[src/rtl/qisp_pkg.sv]
// qisp_pkg: shared sizing and FSM encoding for the interrupt scheduler
package qisp_pkg;
  localparam int NUM_SRC = 8;
  localparam int ID_W = $clog2(NUM_SRC);
  localparam logic [1:0] S_IDLE = 2'd0;
  localparam logic [1:0] S_REQ = 2'd1;
  localparam logic [1:0] S_SERVICE = 2'd2;
endpackage

[src/rtl/irq_sched_if.sv]
// irq_sched_if: peripheral/core-facing signal bundle of the interrupt scheduler
interface irq_sched_if #(
  parameter int NUM_SRC = qisp_pkg::NUM_SRC,
  parameter int ID_W = qisp_pkg::ID_W
);
  logic [NUM_SRC-1:0] src_req;
  logic mask_we;
  logic [NUM_SRC-1:0] mask_wdata;
  logic ts_fetch;
  logic core_ack;
  logic core_eoi;
  logic irq;
  logic [ID_W-1:0] irq_id;
  logic irq_active;
  logic [NUM_SRC-1:0] pending_q;
  logic [NUM_SRC-1:0] mask_q;
  modport master (
    output src_req, mask_we, mask_wdata, ts_fetch, core_ack, core_eoi,
    input irq, irq_id, irq_active, pending_q, mask_q
  );
  modport slave (
    input src_req, mask_we, mask_wdata, ts_fetch, core_ack, core_eoi,
    output irq, irq_id, irq_active, pending_q, mask_q
  );
endinterface

[src/rtl/irq_prio_enc.sv]
// irq_prio_enc: lowest-index-wins priority encoder
module irq_prio_enc #(
  parameter int NUM_SRC = qisp_pkg::NUM_SRC,
  parameter int ID_W = qisp_pkg::ID_W
) (
  input logic [NUM_SRC-1:0] vec,
  output logic valid,
  output logic [ID_W-1:0] idx
);
  always_comb begin
    valid = |vec;
    idx = '0;
    for (int i = NUM_SRC - 1; i >= 0; i--)
      if (vec[i]) idx = ID_W'(i);
  end
endmodule

[src/rtl/irq_sched.sv]
// irq_sched: edge-triggered maskable interrupt scheduler with REQ/SERVICE handshake
module irq_sched #(
  parameter int NUM_SRC = qisp_pkg::NUM_SRC,
  parameter int ID_W = qisp_pkg::ID_W
) (
  input logic clk,
  input logic a_rst,
  irq_sched_if.slave bus
);
  import qisp_pkg::*;
  logic [1:0] state, state_d;
  logic [NUM_SRC-1:0] src_q, edges, clr, eligible;
  logic sel_valid, accept, withdraw, load;
  logic [ID_W-1:0] sel_id;
  assign edges = bus.src_req & ~src_q;
  assign eligible = bus.pending_q & ~bus.mask_q;
  assign load = state == S_IDLE && sel_valid;
  assign accept = state == S_REQ && bus.core_ack && bus.ts_fetch;
  // an accepted acknowledge takes precedence over a late mask of the presented source
  assign withdraw = state == S_REQ && bus.mask_q[bus.irq_id] && !accept;
  assign clr = accept ? NUM_SRC'(1) << bus.irq_id : '0;
  assign state_d = load ? S_REQ :
                   accept ? S_SERVICE :
                   withdraw ? S_IDLE :
                   (state == S_SERVICE && bus.core_eoi) ? S_IDLE : state;
  irq_prio_enc #(.NUM_SRC(NUM_SRC), .ID_W(ID_W)) u_enc (
    .vec(eligible),
    .valid(sel_valid),
    .idx(sel_id)
  );
  always_ff @(posedge clk or negedge a_rst)
    if (!a_rst) begin
      state <= S_IDLE;
      src_q <= '0;
      bus.pending_q <= '0;
      bus.mask_q <= '1;
      bus.irq <= 1'b0;
      bus.irq_id <= '0;
      bus.irq_active <= 1'b0;
    end else begin
      state <= state_d;
      src_q <= bus.src_req;
      bus.pending_q <= (bus.pending_q & ~clr) | edges;
      if (bus.mask_we) bus.mask_q <= bus.mask_wdata;
      if (load) bus.irq_id <= sel_id;
      bus.irq <= state_d == S_REQ;
      bus.irq_active <= state_d == S_SERVICE;
    end
endmodule

[src/flat_wrapper.sv]
// flat-port wrapper written by rule: the top's interface ports become plain ports
module irq_sched_flat import qisp_pkg::*;
#(
  parameter int NUM_SRC = qisp_pkg::NUM_SRC,
  parameter int ID_W = qisp_pkg::ID_W
)
  (clk, a_rst, bus_src_req, bus_mask_we, bus_mask_wdata, bus_ts_fetch, bus_core_ack, bus_core_eoi, bus_irq, bus_irq_id, bus_irq_active, bus_pending_q, bus_mask_q);
  irq_sched_if #(.NUM_SRC(NUM_SRC), .ID_W(ID_W)) bus_i ();
  input logic clk;
  input logic a_rst;
  input wire logic [$bits(bus_i.src_req)-1:0] bus_src_req;
  input wire logic [$bits(bus_i.mask_we)-1:0] bus_mask_we;
  input wire logic [$bits(bus_i.mask_wdata)-1:0] bus_mask_wdata;
  input wire logic [$bits(bus_i.ts_fetch)-1:0] bus_ts_fetch;
  input wire logic [$bits(bus_i.core_ack)-1:0] bus_core_ack;
  input wire logic [$bits(bus_i.core_eoi)-1:0] bus_core_eoi;
  output wire logic [$bits(bus_i.irq)-1:0] bus_irq;
  output wire logic [$bits(bus_i.irq_id)-1:0] bus_irq_id;
  output wire logic [$bits(bus_i.irq_active)-1:0] bus_irq_active;
  output wire logic [$bits(bus_i.pending_q)-1:0] bus_pending_q;
  output wire logic [$bits(bus_i.mask_q)-1:0] bus_mask_q;
  assign bus_i.src_req = bus_src_req;
  assign bus_i.mask_we = bus_mask_we;
  assign bus_i.mask_wdata = bus_mask_wdata;
  assign bus_i.ts_fetch = bus_ts_fetch;
  assign bus_i.core_ack = bus_core_ack;
  assign bus_i.core_eoi = bus_core_eoi;
  assign bus_irq = bus_i.irq;
  assign bus_irq_id = bus_i.irq_id;
  assign bus_irq_active = bus_i.irq_active;
  assign bus_pending_q = bus_i.pending_q;
  assign bus_mask_q = bus_i.mask_q;
  irq_sched #(.NUM_SRC(NUM_SRC), .ID_W(ID_W)) u_core (.clk(clk), .a_rst(a_rst), .bus(bus_i));
endmodule
[config.mk]
export PLATFORM = sky130hd
export DESIGN_NAME = irq_sched_flat
export DESIGN_NICKNAME = d
export VERILOG_FILES = /design/src/rtl/qisp_pkg.sv /design/src/rtl/irq_sched_if.sv /design/src/rtl/irq_prio_enc.sv /design/src/rtl/irq_sched.sv /design/src/flat_wrapper.sv
export SDC_FILE = /design/constraint.sdc
export NUM_CORES = 1
export LEC_CHECK = 0
export ABC_AREA = 1
export CAP_MARGIN = 10
export CORE_MARGIN = 5
export CORE_UTILIZATION = 35
export CTS_BUF_LIST = sky130_fd_sc_hd__clkbuf_16
export DETAILED_ROUTE_END_ITERATION = 8
export PLACE_DENSITY = 0.66
export RECOVER_POWER = 100
export REMOVE_ABC_BUFFERS = 1
export SLEW_MARGIN = 20
export SYNTH_ARGS = -nofsm -noshare
export SYNTH_HDL_FRONTEND = slang
export SYNTH_HIERARCHICAL = 1
export SYNTH_SLANG_ARGS = --single-unit
[constraint.sdc]
create_clock -name clk -period 1.6 [get_ports clk]
set_clock_uncertainty 0.05 [all_clocks]
set_input_delay 0.32 -clock clk [delete_from_list [all_inputs] [get_ports clk]]
set_output_delay 0.32 -clock clk [all_outputs]
set_load 0.01 [all_outputs]
Yosys cells after proc, flatten, opt, wreduce, memory -nomap -nowiden
Cells that the tools add are included.
{"block": "classes", "n_mux": 15, "n_mul": 0, "n_reduce_logical": 9, "div_mod_pow": 0, "order_cmp": 1, "shift": 1, "eq_ne": 4, "bitwise_logic": 7, "add_sub_neg": 0}
{"operator": "$and 8x8->8", "count": 3}
{"operator": "$mux 3", "count": 8}
{"operator": "$not 8->8", "count": 3}
{"operator": "$mux 2", "count": 4}
{"operator": "$mux 8", "count": 1}
{"operator": "$or 8x8->8", "count": 1}
{"operator": "$reduce_or 8->1", "count": 1}
{"operator": "$shl 1x3->8 const A", "count": 1}
{"operator": "$logic_and 1x1->1", "count": 6}
{"operator": "$eq 2x1->1 const B", "count": 2}
{"operator": "$eq 2x2->1 const B", "count": 2}
{"operator": "$lt 3x4->1 const B", "count": 1}
{"operator": "$bmux 1 s3", "count": 1}
{"operator": "$logic_not 2->1", "count": 1}
{"operator": "$logic_not 1->1", "count": 1}
{"operator": "$mux 1", "count": 1}
{"block": "totals", "mem_count": 0, "ff_bits": 31, "ramBits": 0, "out_inout_bits": 21, "latch_bits": 0, "mem_bits_ro": 0}

Longest topological paths before layout
{"block": "depth", "ltp_word": 10, "depth_mapped": 11, "mapped_depth_nobuf": 11}

Hierarchy
The synthesis kept the hierarchy.
{"module": "irq_sched", "cells_each": 131, "n_inst": 1, "area_each_um2": 1301.2}
{"module": "irq_prio_enc", "cells_each": 22, "n_inst": 1, "area_each_um2": 98.8}

Worst setup path before layout
Ideal clock, no wire load.
{"block": "synth_timing", "kind": "reg2reg", "startpoint": "reg u_core.bus.mask_q[6]", "endpoint": "reg u_core.bus.irq_id[1]", "stages_incl_launch_ff": 8, "period_less_slack_ns": 1.453, "t_required_ns": 1.473, "arrival_ns": 1.325, "path_buffers": 0, "path_slack_ns": 0.147, "path_cell_list": "dfstp_2 > nor2_1 > or2_1 > nor3_2 > nand2_1 > nand3_4 > nor2_1 > a21oi_1"}
{"item": "start, declared", "line": "irq_sched_if.sv:23", "source": "output irq, irq_id, irq_active, pending_q, mask_q"}
{"item": "start signal, assigned", "line": "irq_sched.sv:44", "source": "if (bus.mask_we) bus.mask_q <= bus.mask_wdata;"}
{"item": "$not 8->8", "line": "irq_sched.sv:16", "source": "assign eligible = bus.pending_q & ~bus.mask_q;"}
{"item": "$and 8x8->8", "line": "irq_sched.sv:16"}
{"item": "via u_core.eligible[6]", "line": "irq_sched.sv:12", "source": "logic [NUM_SRC-1:0] src_q, edges, clr, eligible;"}
{"item": "$reduce_or 8->1", "line": "irq_prio_enc.sv:11", "source": "valid = |vec;"}
{"item": "via u_core.sel_valid", "line": "irq_sched.sv:13", "source": "logic sel_valid, accept, withdraw, load;"}
{"item": "$logic_and 1x1->1", "line": "irq_sched.sv:17", "source": "assign load = state == S_IDLE && sel_valid;"}
{"item": "end signal, assigned", "line": "irq_sched.sv:45", "source": "if (load) bus.irq_id <= sel_id;"}
{"item": "end, declared", "line": "irq_sched_if.sv:23"}
The timed path passes the listed nets, and every way through them passes these cells.
A chain may end at the register's enable or synchronous reset.

Worst setup path in the final report
{"block": "layout_timing", "startpoint": "reg u_core.bus.mask_q[7]", "endpoint": "reg u_core.bus.irq_id[1]"}
The elaborated chain is that of the path after synthesis.

==> implementation parameters <==
Parameter                              Value

Clock tree
  # clock sinks    31
  H-tree levels    2
  Hold buffer count at cts    0
  Clock Root Buffer    sky130_fd_sc_hd__clkbuf_16
  Max Root-Sink Buffers    2
  Insertion delay to the later sink of the worst-skew pair    0.28 ns
  CTS tree    yes
  Clock-pin slew on the worst setup and hold paths    0.05 ns
  Clock buffer count from CTS    5

Detailed routing
  Number of nets still failing antenna checks after routing    0
  Detailed-route wire length    3.16 mm
  Number of vias in the routed layout    1172
  Wire length per cell after detailed routing    12.3 um
  Vias per Instance    4.54
  First-pass detailed-route iteration total    4
  Number of DRC violations after detailed routing    0
  Detailed router's first-iteration violation count    54

Setup path
  Element type at the critical path start    register
  Kind of critical path    reg2reg
  Signal arrival time at the worst endpoint    1.75 ns
  Worst-path fanout max    8
  Required time worst endpoint    1.74 ns
  Critical path capture point type    register

Floorplan
  Row count    23
  Top-level I/O count    43
  DIE AREA    0.00536 sq mm
  Width of the chip    73.2 um
  Initial standard-cell utilization of the core    0.355
  Die Height    73.2 um
  Core area    0.00394 sq mm

Timing
  Count of final hold-check violations    0
  Final min period    1.61 ns
  Share of the clock period used by the worst path after layout    1.01
  Worst slew pin tran    0.752 ns
  Final-report setup violation count    1
  RSZ-0062 raised after global routing    yes
  Fin Setup TNS    -0.0140 ns
  Headroom to the max-slew limit    0.498
  Highest clock rate    620 MHz
  Setup ws final    -0.0140 ns
  Slew Limit Fails    0

Run status
  Failing checks    negative setup slack
  Run status    finished with violations

Synthesis
  Async set-reset flop share out of synthesis    1.00
  Cell variety after synth    21
  Cell area after synthesis    0.00140 sq mm
  Number of synthesized flops with an enable pin    0
  Synth Flop Type    sky130_fd_sc_hd__dfrtp_1
  Count of warnings emitted by yosys    6
  Average size of a mapped cell    9.15 sq um
  Instance count of the mapped netlist    153
  Flop and latch count out of synthesis    31
  Share of the yosys chip area belonging to registers    0.561

Power
  VDD IR-drop max    510 uV
  Pwr dens    936 mW/mm^2
  Leakage power    1.00 nW

Global route
  Antenna violations before repair    0
  Residual overflow from global routing    0
  Maximum number of pins on one net before global-route repair    32
  Wire length of the first global-routing pass    5.37 mm
  Number of global-route vias before repair    1156
  Total track usage    0.137

Finish
  Antenna diode instance count    0
  Number of nets in the layout    229
  Post-route cell area    0.00206 sq mm
  Commonest cells after routing, fill and taps aside    30 x sky130_fd_sc_hd__inv_1, 28 x sky130_fd_sc_hd__nand2_1, 23 x sky130_fd_sc_hd__dfrtp_1, 20 x sky130_fd_sc_hd__clkdlybuf4s50_1, 13 x sky130_fd_sc_hd__nor2_1
  Most frequent standard cell in the layout excluding fill and tap cells    sky130_fd_sc_hd__inv_1
  Proportion of layout cells with a drive suffix above 1    0.163
  Area overhead of the layout relative to synthesis    47.3%
  Fill cells    380

Placed design
  Dpl hpwl    2.30 mm
  Area after DPL    0.00191 sq mm
  Port bufs    42
  Routability cong.    0.835

Job
  Max-capacitance violation count    0

Min path
  Class of the most critical hold timing path    reg2reg
-- path summary, 6_finish.rpt --
kind,from,endpoint,slack (ns),depth (start not counted)
setup / recovery,u_core/bus.mask_q[7],u_core/bus.irq_id[1],-0.01,7
hold / removal,u_core/src_q[4],u_core/bus.pending_q[4],0.35,1
setup reg to reg,u_core/bus.mask_q[7],u_core/bus.irq_id[1],-0.01,7
hold reg to reg,u_core/src_q[4],u_core/bus.pending_q[4],0.35,1
max in group asynchronous,a_rst,u_core/bus.pending_q[3],0.41,2
min in group asynchronous,a_rst,u_core/bus.irq_id[0],0.61,2
-- flip-flops by register name, indices dropped and copies added, names as in the netlist --
signal,cells
u_core/src_q,8
u_core/bus.irq,1
u_core/bus.irq_active,1
u_core/bus.pending_q,8
u_core/bus.irq_id,3
u_core/bus.mask_q,8
u_core/state,2
-- report_power, final --
group / switching (mW) / total, mW / internal, mW
clock: 0.313 / 0.873 / 0.559
combinational: 0.0999 / 0.204 / 0.104
sequential: 0.0247 / 0.853 / 0.828
total: 0.438 / 1.93 / 1.49
-- critical path, cell delays in order, from the launching register on --
cell	delay (ns)
sky130_fd_sc_hd__dfstp_2	0.57
sky130_fd_sc_hd__nor2_4	0.04
sky130_fd_sc_hd__or2_4	0.26
sky130_fd_sc_hd__nor3_4	0.19
sky130_fd_sc_hd__nand2_2	0.10
sky130_fd_sc_hd__nand3_4	0.12
sky130_fd_sc_hd__nor2_2	0.05
sky130_fd_sc_hd__a21oi_1	0.14
-- cell families after synthesis --
kind of cell    count (synthesis)  synth area share
buf+inv                        33            0.0983
flops                          31             0.561
simple gates                   57             0.194
compound gates                 25            0.0903
mux                             7            0.0563
-- routing by layer --
metal	track usage	up-vias	part of all wire
met4	0.0676	0	0.023
met2	0.196	48	0.45
met5	0	-	0
li1	-	581	-
met3	0.0634	6	0.10
met1	0.173	537	0.43
-- layout make-up --
cell class	count	area, sq um	area share
Clock buffer	5	125	0.0607
Clock inverter	3	12.5	0.00607
Inverter	31	121	0.0589
Multi-Input combinational cell	89	502	0.243
Sequential cell	31	786	0.381
Tap cell	50	62.6	0.0303
Timing Repair Buffer	49	453	0.220
-- synth_stat cells (all sizes together), types with 2 or more instances --
master	number	area (sq um)
nand2	32	128
inv	31	121
dfrtp	23	576
o21ai	18	90.1
nor2	17	68.8
dfstp	8	210
mux2	7	78.8
a21oi	6	30.0
nand3	5	52.6
buf	2	16.3
-- timing repair --
action / CTS / global route
setup endpoints to repair: 9 / 9
setup buffers: 1 / 2
pin swaps: 0 / 9
resized for setup: 8 / 12
-- through the flow --
| stage | hold slack, ns | instances | utilization | total power [mW] | worst slack (ns) |
|---|---|---|---|---|---|
| after floorplan | -0.0256 | 151 | - | 0.947 | 0.147 |
| after global placement | 0.343 | 247 | 0.484 | 1.08 | -0.0141 |
| after detailed placement | 0.351 | 247 | 0.484 | 1.08 | -0.0246 |
| after CTS | 0.358 | 256 | 0.519 | 1.96 | 0.0141 |
| after global routing | 0.364 | 258 | 0.523 | 2.02 | -0.0697 |
| final | 0.352 | 258 | 0.523 | 1.93 | -0.0140 |
No activity file was read; power rests on OpenSTA's default activity.
